## src/rtl/wb_pkg.sv

```systemverilog
// Shared types and encodings for the writeback-select pipe.
// Optional feature macro: WB_CSR_EN (CSR class writes back through its own select).
package wb_pkg;

    localparam int WB_CODE_W    = 10;
    localparam int WB_RD_W      = 5;
    localparam int WB_SEL_MAX_W = 8;

    localparam int CODE_J     = 0;
    localparam int CODE_JALR  = 1;
    localparam int CODE_LUI   = 2;
    localparam int CODE_AUIPC = 3;
    localparam int CODE_B     = 4;
    localparam int CODE_R     = 5;
    localparam int CODE_S     = 6;
    localparam int CODE_IALU  = 7;
    localparam int CODE_LOAD  = 8;
    localparam int CODE_CSR   = 9;

    localparam logic [WB_SEL_MAX_W-1:0] WB_SEL_MEM = 8'd0;
    localparam logic [WB_SEL_MAX_W-1:0] WB_SEL_IMM = 8'd1;
    localparam logic [WB_SEL_MAX_W-1:0] WB_SEL_ALU = 8'd2;
    localparam logic [WB_SEL_MAX_W-1:0] WB_SEL_PC4 = 8'd3;
    localparam logic [WB_SEL_MAX_W-1:0] WB_SEL_CSR = 8'd4;

    // Select is stored at its widest legal size; the pipe truncates to SEL_W.
    typedef struct packed {
        logic                    valid;
        logic [WB_SEL_MAX_W-1:0] sel;
        logic                    we;
        logic [WB_RD_W-1:0]      rd;
        logic                    is_load;
        logic                    illegal;
    } wb_entry_t;

    typedef enum logic {
        ST_IDLE      = 1'b0,
        ST_LOAD_WAIT = 1'b1
    } wb_state_t;

endpackage

```

## src/rtl/wb_decode.sv

```systemverilog
// Combinational instruction-class decoder: one-hot class -> {sel, we, is_load, illegal}.
// Optional feature macro: WB_CSR_EN.
module wb_decode
    import wb_pkg::*;
(
    input  logic [WB_CODE_W-1:0]    code,
    input  logic [WB_RD_W-1:0]      rd,
    output logic [WB_SEL_MAX_W-1:0] sel,
    output logic                    we,
    output logic                    is_load,
    output logic                    illegal
);

    logic one_hot;

    always_comb begin
        one_hot = (code != '0) && ((code & (code - 10'd1)) == '0);
        sel     = WB_SEL_MEM;
        we      = 1'b0;
        is_load = 1'b0;
        illegal = ~one_hot;

        if (one_hot) begin
            if (code[CODE_J] | code[CODE_JALR]) begin
                sel = WB_SEL_PC4;
                we  = 1'b1;
            end
            if (code[CODE_LUI]) begin
                sel = WB_SEL_IMM;
                we  = 1'b1;
            end
            if (code[CODE_AUIPC] | code[CODE_R] | code[CODE_IALU]) begin
                sel = WB_SEL_ALU;
                we  = 1'b1;
            end
            if (code[CODE_LOAD]) begin
                sel     = WB_SEL_MEM;
                we      = 1'b1;
                is_load = 1'b1;
            end
`ifdef WB_CSR_EN
            if (code[CODE_CSR]) begin
                sel = WB_SEL_CSR;
                we  = 1'b1;
            end
`endif
        end

        // x0 is hardwired, so nothing ever writes it.
        if (rd == '0) we = 1'b0;
    end

endmodule

```

## src/rtl/wb_sel_pipe.sv

```systemverilog
// Writeback-select pipe: decodes at input, carries entries DEPTH stages, holds loads for memory.
// Optional feature macro: WB_CSR_EN (requires SEL_W >= 3).
module wb_sel_pipe
    import wb_pkg::*;
#(
    parameter int DEPTH    = 2,
    parameter int SEL_W    = 2,
    parameter int MAX_WAIT = 15
) (
    input  logic             clk,
    input  logic             reset,
    input  logic             in_valid,
    input  logic [9:0]       in_code,
    input  logic [4:0]       in_rd,
    output logic             in_ready,
    input  logic             stall,
    input  logic             flush,
    input  logic             mem_ready,
    output logic             out_valid,
    output logic [SEL_W-1:0] out_sel,
    output logic             out_we,
    output logic [4:0]       out_rd,
    output logic             out_illegal,
    output logic             load_err,
    output logic             busy
);

    localparam int CNT_W = (MAX_WAIT < 1) ? 1 : $clog2(MAX_WAIT + 1);

    generate
        if (DEPTH < 1) begin : g_bad_depth
            $error("wb_sel_pipe: DEPTH must be at least 1");
        end
        if (MAX_WAIT < 1) begin : g_bad_wait
            $error("wb_sel_pipe: MAX_WAIT must be at least 1");
        end
        if (SEL_W < 1 || SEL_W > WB_SEL_MAX_W) begin : g_bad_sel
            $error("wb_sel_pipe: SEL_W out of range");
        end
`ifdef WB_CSR_EN
        if (SEL_W < 3) begin : g_bad_csr_sel
            $error("wb_sel_pipe: WB_CSR_EN needs SEL_W >= 3");
        end
`endif
    endgenerate

    logic [WB_SEL_MAX_W-1:0] dec_sel;
    logic                    dec_we;
    logic                    dec_load;
    logic                    dec_ill;
    wb_entry_t               dec_p0;

    wb_decode u_decode (
        .code    (in_code),
        .rd      (in_rd),
        .sel     (dec_sel),
        .we      (dec_we),
        .is_load (dec_load),
        .illegal (dec_ill)
    );

    assign dec_p0 = '{valid: in_valid, sel: dec_sel, we: dec_we, rd: in_rd,
                      is_load: dec_load, illegal: dec_ill};

    wb_entry_t               stg_p [DEPTH];
    wb_entry_t               last;
    logic [WB_SEL_MAX_W-1:0] last_sel;
    wb_state_t               state;
    wb_state_t               state_nxt;
    logic [CNT_W-1:0]        wait_cnt;
    logic                    ld_done;

    logic kill;
    logic last_load;
    logic timeout;
    logic load_done;
    logic load_avail;
    logic hold;
    logic advance;
    logic commit;
    logic err_c;

    assign last     = stg_p[DEPTH-1];
    assign last_sel = last.sel;

    always_comb begin
        kill       = flush | reset;
        last_load  = last.valid & last.is_load;
        timeout    = (state == ST_LOAD_WAIT) && (wait_cnt >= CNT_W'(MAX_WAIT));
        load_done  = mem_ready | ld_done;
        // Outside LOAD_WAIT only a same-cycle mem_ready lets a load through.
        load_avail = (state == ST_LOAD_WAIT) ? (load_done | timeout) : mem_ready;
        hold       = last_load & ~load_avail;
        advance    = ~stall & ~hold;
        commit     = last.valid & advance & ~kill;
        err_c      = (state == ST_LOAD_WAIT) & timeout & ~load_done;
    end

    assign in_ready    = advance & ~kill;
    assign out_valid   = commit;
    assign out_sel     = commit ? SEL_W'(last_sel) : '0;
    assign out_we      = commit & last.we & ~err_c;
    assign out_rd      = commit ? last.rd : '0;
    assign out_illegal = commit & last.illegal;
    assign load_err    = commit & err_c;
    assign busy        = (state == ST_LOAD_WAIT);

    always_comb begin
        state_nxt = state;
        case (state)
            ST_IDLE:      if (last_load & ~mem_ready) state_nxt = ST_LOAD_WAIT;
            ST_LOAD_WAIT: if (commit) state_nxt = ST_IDLE;
            default:      state_nxt = ST_IDLE;
        endcase
        if (kill) state_nxt = ST_IDLE;
    end

    always_ff @(posedge clk) begin
        if (reset) state <= ST_IDLE;
        else       state <= state_nxt;
    end

    // Wait counter saturates at MAX_WAIT so long stalls cannot wrap it.
    always_ff @(posedge clk) begin
        if (kill || state != ST_LOAD_WAIT || commit) begin
            wait_cnt <= '0;
            ld_done  <= 1'b0;
        end else begin
            if (wait_cnt < CNT_W'(MAX_WAIT)) wait_cnt <= wait_cnt + CNT_W'(1);
            if (stall & mem_ready) ld_done <= 1'b1;
        end
    end

    // Stage p0 .. p(DEPTH-1) boundary: only valids are reset, payload loads on advance.
    always_ff @(posedge clk) begin
        if (kill) begin
            for (int i = 0; i < DEPTH; i++) stg_p[i].valid <= 1'b0;
        end else if (advance) begin
            stg_p[0] <= dec_p0;
            for (int i = 1; i < DEPTH; i++) stg_p[i] <= stg_p[i-1];
        end
    end

endmodule

```

## config.mk

```make
export PLATFORM = sky130hd
export DESIGN_NAME = wb_sel_pipe
export DESIGN_NICKNAME = d
export VERILOG_FILES = /design/src/rtl/wb_pkg.sv /design/src/rtl/wb_decode.sv /design/src/rtl/wb_sel_pipe.sv
export SDC_FILE = /design/constraint.sdc
export NUM_CORES = 1
export LEC_CHECK = 0
export CORE_MARGIN = 2
export CORE_UTILIZATION = 27
export DETAILED_ROUTE_END_ITERATION = 6
export DONT_BUFFER_PORTS = 1
export PLACE_DENSITY_LB_ADDON = 0.1
export SYNTH_ARGS = -nofsm -noshare
export SYNTH_HDL_FRONTEND = slang
export SYNTH_SLANG_ARGS = --single-unit
export TNS_END_PERCENT = 50
```

## constraint.sdc

```tcl
create_clock -name clk -period 5.2 [get_ports clk]
set_input_delay 1.04 -clock clk [delete_from_list [all_inputs] [get_ports clk]]
set_output_delay 1.04 -clock clk [all_outputs]
set_load 0.1 [all_outputs]
```

==> flow_summary.json, run 1 <==
{
  "root_buffer": "clkbuf_8",
  "ys_seq_elements": 28,
  "synth_edf_count": 22,
  "fin_nets": 152,
  "ir_worst_vdd_v": 0.0000899,
  "reg2reg_from": "wait_cnt[0]",
  "synth_nets": 138,
  "synthAdderAreaFrac": 0.00903,
  "finalSetupViolations": 0,
  "place_hpwl_microns": 1890,
  "htree_levels": 1,
  "cts_buffer_depth": 2,
  "coreArea_sq_um": 5040,
  "async_reset_ff_frac": 0,
  "ys.flop_type": "edfxtp_1",
  "synth_cells": 116,
  "critPathRequiredTime_ps": 4160,
  "grt_max_degree": 33,
  "nFillCells": 513,
  "io_pins": 34,
  "synth-xor-area-share": 0.0126,
  "synth_area_per_cell_sq_um": 11.9,
  "final_cell_mix": "and3_1, edfxtp_1, buf_4",
  "cts_sinks": 28,
  "syn_to_final_growth_pct": 17.3,
  "grt-busiest-layer": "met2",
  "start_util": 0.275,
  "grt_pass1_vias": 896,
  "max_clock_freq_mhz": 227,
  "cts_setup_buffers": 0,
  "rows": 26,
  "end_kind": "output pin",
  "worstHoldStart": "ld_done",
  "clock_skew_ps": 1.60,
  "min_period_over_period": 0.848,
  "rsz0062_at_grt": "no",
  "clk_pin_slew_ps": 90,
  "worst_setup_path_start_kind": "input pin",
  "port_buffers": 0,
  "finalMaxSlewViolations": 0,
  "die_area_sq_um": 5720,
  "fin_crit_ps": 4410,
  "antenna_found_initial": 0,
  "whs_path_depth": 2,
  "dp_cells": 195,
  "cts_tree": "built",
  "holdBufCountCts": 0,
  "final_cell_count_no_fill": 199,
  "grt_pass1_wl_microns": 4110,
  "ys_seq_area_frac": 0.564,
  "grt_use_met2": 0.144,
  "status": "complete, no violations",
  "grt_usage": 0.0971,
  "arrival_ps": 3370,
  "tns_ps": 0,
  "r2r-end": "stg_p[0][20]",
  "synth.area.mux_share": 0.00723,
  "use_met1": 0.130,
  "final_common_cell": "and3_1",
  "synth-simple-area-share": 0.258,
  "path_class": "input pin to output pin",
  "postRouteAntennaNets": 0,
  "yosys_warnings": 0,
  "drcViolationCount": 0,
  "rrSetupSlack_ps": 2340,
  "die_w_microns": 75.6,
  "cp_max_fo": 32,
  "vias": 956,
  "min_path_type": "flip-flop to flip-flop",
  "cap_violations": 0,
  "drive_gt1_frac": 0.233,
  "wl_microns": 2610,
  "diodes": 0,
  "hold_end": "ld_done",
  "slew_headroom": 0.546,
  "tightest_slew_ps": 682,
  "leakage_nw": 0.643,
  "cts_resized": 0,
  "die_y_microns": 75.6,
  "met3_usage": 0.0251,
  "via_per_inst": 4.80,
  "synth.distinct_cells": 39,
  "drtIter0Drc": 66,
  "synthesis.area_sq_um": 1390,
  "synth_top_family_by_area": "simple AND/OR/NAND/NOR gates",
  "p_per_area_nw_per_um2": 243,
  "numCtsBuffers": 3,
  "wl_per_cell_microns": 13.1,
  "grt.overflow.total": 0,
  "hold_violations": 0,
  "insertion_delay_ps": 270,
  "dr.pass1.iters": 4,
  "synth_compound_area_frac": 0.122,
  "rr_worst_depth": 5,
  "place.gp.congestion": 0.642
}
worst max-delay path, stage by stage:
cell and delay [ps]:
and4bb_2 240, a311oi_4 630, nand2_1 360, inv_2 520, and4_1 270, buf_4 290
state kept, by name (all words and copies together) (netlist names):
register,cells
stg_p,22
wait_cnt,4
busy,1
ld_done,1
metal layers:
layer / wire length, microns / vias to the layer above
met5: 0 / -
met4: 39 / 0
met3: 161 / 2
met2: 1200 / 27
met1: 1210 / 447
li1: - / 480
kinds of logic after synthesis:
kind of cell             after synthesis
XOR/XNOR                               2
buffers and inverters                  9
AND/OR/NAND/NOR                       58
adder cells (fa/ha/maj)                1
AO/OA/AOI/OAI                         17
multiplexers                           1
flip-flops                            28
stage by stage:
step	total power [mW]	util	instance area (sq um)	worst slack, ps	hold slack (ps)
floorplan	0.276	-	1390	189	451
global placement	0.281	0.313	1580	867	463
detailed placement	0.282	0.313	1580	767	481
CTS	0.400	0.322	1630	770	504
global route	0.409	0.322	1630	526	574
finish	0.395	0.322	1630	788	499
worst max path at each step:
stage	start	endpoint	slack, ps	cells past startpoint
2_1_floorplan	busy	load_err	190	4
3_3_place_gp	mem_ready	out_we	870	6
3_5_place_dp	mem_ready	out_we	770	6
4_1_cts	mem_ready	out_we	770	6
5_1_grt	wait_cnt[0]	out_we	530	7
6_report	mem_ready	out_we	790	6
report_power, final:
part	switching (mW)	internal, mW	total, mW	leakage (nW)
combinational	0.0202	0.00932	0.0296	0.357
sequential	0.00198	0.245	0.247	0.263
clock	0.0635	0.0548	0.118	0.0228
area by class of cell:
type	instances	area [sq um]	share of cell area
clock buffers	4	45.0	0.0277
inverters	4	15.0	0.00924
multi-input cells	79	574	0.353
flip-flops and latches	28	781	0.480
well taps	70	87.6	0.0539
repair buffers	14	123	0.0754
Yosys cell counts (2+ instances only):
cell	instances	area, sq um
a211o_2	2	20.0
nor2_1	9	33.8
nor3_1	4	20.0
a21oi_1	4	20.0
and3_1	25	156
nand3_1	2	10.0
dfxtp_1	6	120
or4_1	2	15.0
edfxtp_1	22	661
nor4b_1	3	26.3
inv_1	4	15.0
clkbuf_1	4	15.0
nand2_1	3	11.3
Power figures use the tool's default switching activity.
==> run 2, diff against run 1 <==
==> constraint.sdc (replaced) <==
create_clock -name clk -period 3.75 [get_ports clk]
set_input_delay 0.75 -clock clk [delete_from_list [all_inputs] [get_ports clk]]
set_output_delay 0.75 -clock clk [all_outputs]
set_load 0.1 [all_outputs]
==> flow_summary.json, run 2 (same netlist as run 1, synthesis figures left out) <==
{
  "status": "complete, no violations",
  "drtIter0Drc": 80,
  "worst_setup_path_start_kind": "flip-flop",
  "power_frac_seq": 0.615,
  "grt_usage": 0.109,
  "path_cells": "ha_1 -> nand3_1 -> a311oi_4 -> nand2_1 -> inv_2 -> buf_4",
  "coreArea_sq_um": 5040,
  "path_class": "flip-flop to output pin",
  "hold_violations": 0,
  "place_hpwl_microns": 2150,
  "grt_pass1_vias": 952,
  "htree_levels": 1,
  "tns_ps": 0,
  "final_common_cell": "edfxtp_1",
  "wl_per_cell_microns": 14.8,
  "end_kind": "output pin",
  "cts_buffer_depth": 2,
  "holdBufCountCts": 0,
  "dr.pass1.iters": 3,
  "rows": 26,
  "fin_nets": 153,
  "die_w_microns": 75.6,
  "root_buffer": "clkbuf_8",
  "slew_headroom": 0.692,
  "finalPower_uw": 557,
  "max_clock_freq_mhz": 294,
  "die_area_sq_um": 5720,
  "place.gp.congestion": 0.793,
  "combPwrFrac": 0.080,
  "start_util": 0.275,
  "grt_pass1_wl_microns": 4610,
  "tightest_slew_ps": 460,
  "cap_violations": 0,
  "fin_crit_ps": 3400,
  "numCtsBuffers": 3,
  "largest_reg_flops": 22,
  "p_switching_uw": 129,
  "min_period_over_period": 0.906,
  "post_dp_cell_area_sq_um": 1700,
  "antenna_found_initial": 0,
  "port_buffers": 0,
  "arrival_ps": 2650,
  "final_cell_mix": "edfxtp_1, and3_1, buf_12",
  "finalSetupViolations": 0,
  "rsz0062_at_grt": "no",
  "grt_max_degree": 21,
  "clock_skew_ps": 2.58,
  "cts_resized": 0,
  "nFillCells": 505,
  "cp_max_fo": 18,
  "drcViolationCount": 0,
  "largestRegisters": "stg_p (22), wait_cnt (4)",
  "intPower_uw": 429,
  "p_per_area_nw_per_um2": 319,
  "insertion_delay_ps": 280,
  "leakage_nw": 0.676,
  "via_per_inst": 4.80,
  "vias": 960,
  "postRouteAntennaNets": 0,
  "cts_tree": "built",
  "syn_to_final_growth_pct": 26.0,
  "clk_pin_slew_ps": 100,
  "finalMaxSlewViolations": 0,
  "switching_share": 0.231,
  "ir_worst_vdd_v": 0.000116,
  "io_pins": 34,
  "grt.overflow.total": 0,
  "drive_gt1_frac": 0.308,
  "critPathRequiredTime_ps": 3000,
  "hold-worst-slack_ps": 512,
  "die_y_microns": 75.6,
  "regMostFlops": "stg_p",
  "min_path_type": "flip-flop to flip-flop",
  "cts_setup_buffers": 0,
  "final_cell_area_sq_um": 1750,
  "diodes": 0,
  "power_frac_clock": 0.305,
  "wl_microns": 2960,
  "rrSetupSlack_ps": 1040,
  "max_stage_delay_ps": 470,
  "final_util": 0.346,
  "cpMaxStageDelayCell": "buf_4",
  "cts_sinks": 28
}
run 2: changes by cell type in the layout (fill, tap and decap cells not counted):
cell	previous run	this run
buf_12	0	9
and3_1	25	17
and3_2	0	8
buf_4	13	6
clkbuf_1	1	0
clkbuf_16	1	0
clkinv_1	0	1
dfxtp_1	6	5
dfxtp_2	0	1
nor3_2	1	0
nor3_4	0	1
run 2: routing by layer:
layer | up-vias | GRT usage | share of wire
met5 | - | 0 | 0
met1 | 444 | 0.151 | 0.45
met2 | 29 | 0.168 | 0.48
met4 | 0 | 0.0409 | 0.017
met3 | 4 | 0.0225 | 0.053
li1 | 483 | - | -
run 2: area by class of cell:
class                      count  area (sq um)  area share
sequential                    28           782       0.448
inverter                       4          15.0     0.00860
timing repair buffer          15           225       0.129
multi-input combinational     79           591       0.338
tap                           70          87.6      0.0502
clock buffer                   3          41.3      0.0237
clock inverter                 1          3.75     0.00215
run 2: stage by stage:
step,std cells,setup WS (ps)
after floorplan,116,198
final,200,354
after CTS,200,344
after detailed placement,196,621
after global routing,200,105
after global placement,196,652
run 2: path summary, 6_finish.rpt:
kind	startpoint	end	cells after the start
setup / recovery	wait_cnt[0]	in_ready	6
hold / removal	ld_done	ld_done	2
setup reg to reg	wait_cnt[0]	stg_p[0][5]	6
hold reg to reg	ld_done	ld_done	2
run 2: power by group through the flow:
stage / combinational [mW] / sequential [mW] / clock [mW]
2_1_floorplan: 0.0339 / 0.349 / 0
3_3_place_gp: 0.0450 / 0.350 / 0
3_5_place_dp: 0.0453 / 0.350 / 0
4_1_cts: 0.0454 / 0.343 / 0.174
5_1_grt: 0.0493 / 0.344 / 0.183
6_report: 0.0446 / 0.343 / 0.170
run 2: critical path: cells and delay by family (launching register included):
kind            cells  cell delay [ps]
compound gates      1              350
fa+ha+maj           1              250
buf+inv             2              790
flops               1              420
simple gates        2              530
==> run 3, diff against run 2 <==
--- a/config.mk
+++ b/config.mk
@@ -9,6 +9,7 @@
 export CORE_UTILIZATION = 27
 export DETAILED_ROUTE_END_ITERATION = 6
 export DONT_BUFFER_PORTS = 1
+export GPL_ROUTABILITY_DRIVEN = 0
 export PLACE_DENSITY_LB_ADDON = 0.1
 export SYNTH_ARGS = -nofsm -noshare
 export SYNTH_HDL_FRONTEND = slang
==> constraint.sdc (replaced) <==
create_clock -name clk -period 3.75 [get_ports clk]
set_input_delay 0.75 -clock clk [delete_from_list [all_inputs] [get_ports clk]]
set_output_delay 0.75 -clock clk [all_outputs]
set_load 0.01 [all_outputs]
==> flow_summary.json, run 3 (same netlist as run 1, synthesis figures left out) <==
{
  "status": "complete, no violations",
  "path_buf_inv": 2,
  "pre_cts_ws_ps": 647,
  "cts_tree": "built",
  "insertion_delay_ps": 270,
  "cts_sinks": 28,
  "rrSetupSlack_ps": 1070,
  "place_hpwl_microns": 1980,
  "cts_resized": 0,
  "worst_slack_ps": 421,
  "largest_reg_flops": 22,
  "path_cells": "ha_1 -> nand3_1 -> a311oi_4 -> buf_4 -> nand2_1 -> inv_1 -> and4_1",
  "rows": 26,
  "vias": 913,
  "finalMaxSlewViolations": 0,
  "end_kind": "output pin",
  "postRouteAntennaNets": 0,
  "path_class": "flip-flop to output pin",
  "port_buffers": 0,
  "final_common_cell": "and3_1",
  "arrival_ps": 2580,
  "min_period_over_period": 0.888,
  "worst_setup_path_start_kind": "flip-flop",
  "wl_microns": 2720,
  "critPathRequiredTime_ps": 3000,
  "grt_max_degree": 22,
  "regMostFlops": "stg_p",
  "ir_worst_vdd_v": 0.000133,
  "rr_worst_depth": 7,
  "via_per_inst": 4.86,
  "drive_gt1_frac": 0.136,
  "grt_pass1_vias": 900,
  "max_clock_freq_mhz": 300,
  "start_util": 0.275,
  "io_pins": 34,
  "htree_levels": 1,
  "tightest_slew_ps": 446,
  "antenna_found_initial": 0,
  "die_w_microns": 75.6,
  "leakage_nw": 0.579,
  "fin_nets": 141,
  "final_util": 0.301,
  "clk_pin_slew_ps": 90,
  "drcViolationCount": 0,
  "hold-worst-slack_ps": 537,
  "coreArea_sq_um": 5040,
  "largestRegisters": "stg_p (22), wait_cnt (4)",
  "syn_to_final_growth_pct": 9.58,
  "rsz0062_at_grt": "no",
  "hold_violations": 0,
  "crit_cells": 7,
  "cap_violations": 0,
  "wl_per_cell_microns": 14.5,
  "min_path_type": "flip-flop to flip-flop",
  "slew_headroom": 0.701,
  "cts_setup_buffers": 0,
  "tns_ps": 0,
  "final_cell_mix": "and3_1, edfxtp_1, nor2_1",
  "die_area_sq_um": 5720,
  "grt_pass1_wl_microns": 4220,
  "grt_usage": 0.0981,
  "finalSetupViolations": 0,
  "cts_buffer_depth": 2,
  "fin_crit_ps": 3330,
  "drtIter0Drc": 59,
  "cp_max_fo": 18,
  "holdBufCountCts": 0,
  "p_per_area_nw_per_um2": 354,
  "root_buffer": "clkbuf_8",
  "cpMaxStageDelayCell": "dfxtp_1",
  "die_y_microns": 75.6,
  "finalPower_uw": 538,
  "numCtsBuffers": 3,
  "grt.overflow.total": 0,
  "max_stage_delay_ps": 400,
  "critical-path-top-delay-family": "simple AND/OR/NAND/NOR gates",
  "diodes": 0,
  "whs_path_depth": 2,
  "clock_skew_ps": 5.24,
  "dr.pass1.iters": 4
}
## run 3: cell types whose count changed in the layout (fill, tap and decap cells not counted), sizes merged
cell | before | now
clkbuf | 3 | 4
clkinv | 1 | 0
buf | 15 | 3
## run 3: cell type report
class / count / area, sq um
Clock buffer: 4 / 45.0
Fill cell: 513 / 3520
Inverter: 4 / 15.0
Multi-Input combinational cell: 79 / 567
Sequential cell: 28 / 781
Tap cell: 70 / 87.6
Timing Repair Buffer: 3 / 22.5
## run 3: final timing paths
check,start,to
setup / recovery,wait_cnt[0],out_we
setup reg to reg,wait_cnt[0],stg_p[0][8]
hold / removal,ld_done,ld_done
hold reg to reg,ld_done,ld_done
## run 3: per-layer routing
layer	share of wire	track usage	routed length, microns	vias to the layer above
li1	-	-	-	456
met1	0.48	0.131	1320	429
met2	0.44	0.148	1200	26
met3	0.064	0.0304	173	2
met4	0.013	0.0409	35	0
met5	0	0	0	-
## run 3: power by group
part	leakage (nW)	internal [mW]	switching [mW]	total [mW]
Combinational	0.294	0.0128	0.0192	0.0320
Clock	0.0228	0.0760	0.0873	0.163
Sequential	0.263	0.340	0.00282	0.343
## run 3: stage by stage
step                      instance area, sq um  std cells
final                                     1520        188
after floorplan                           1390        116
after CTS                                 1520        188
after global placement                    1470        184
after detailed placement                  1470        184
after global routing                      1520        188
## run 3: worst min-delay path, cell delays in order (launching register included)
cell and delay (ps):
dfxtp_1 370, a21oi_1 60, nor2_1 70
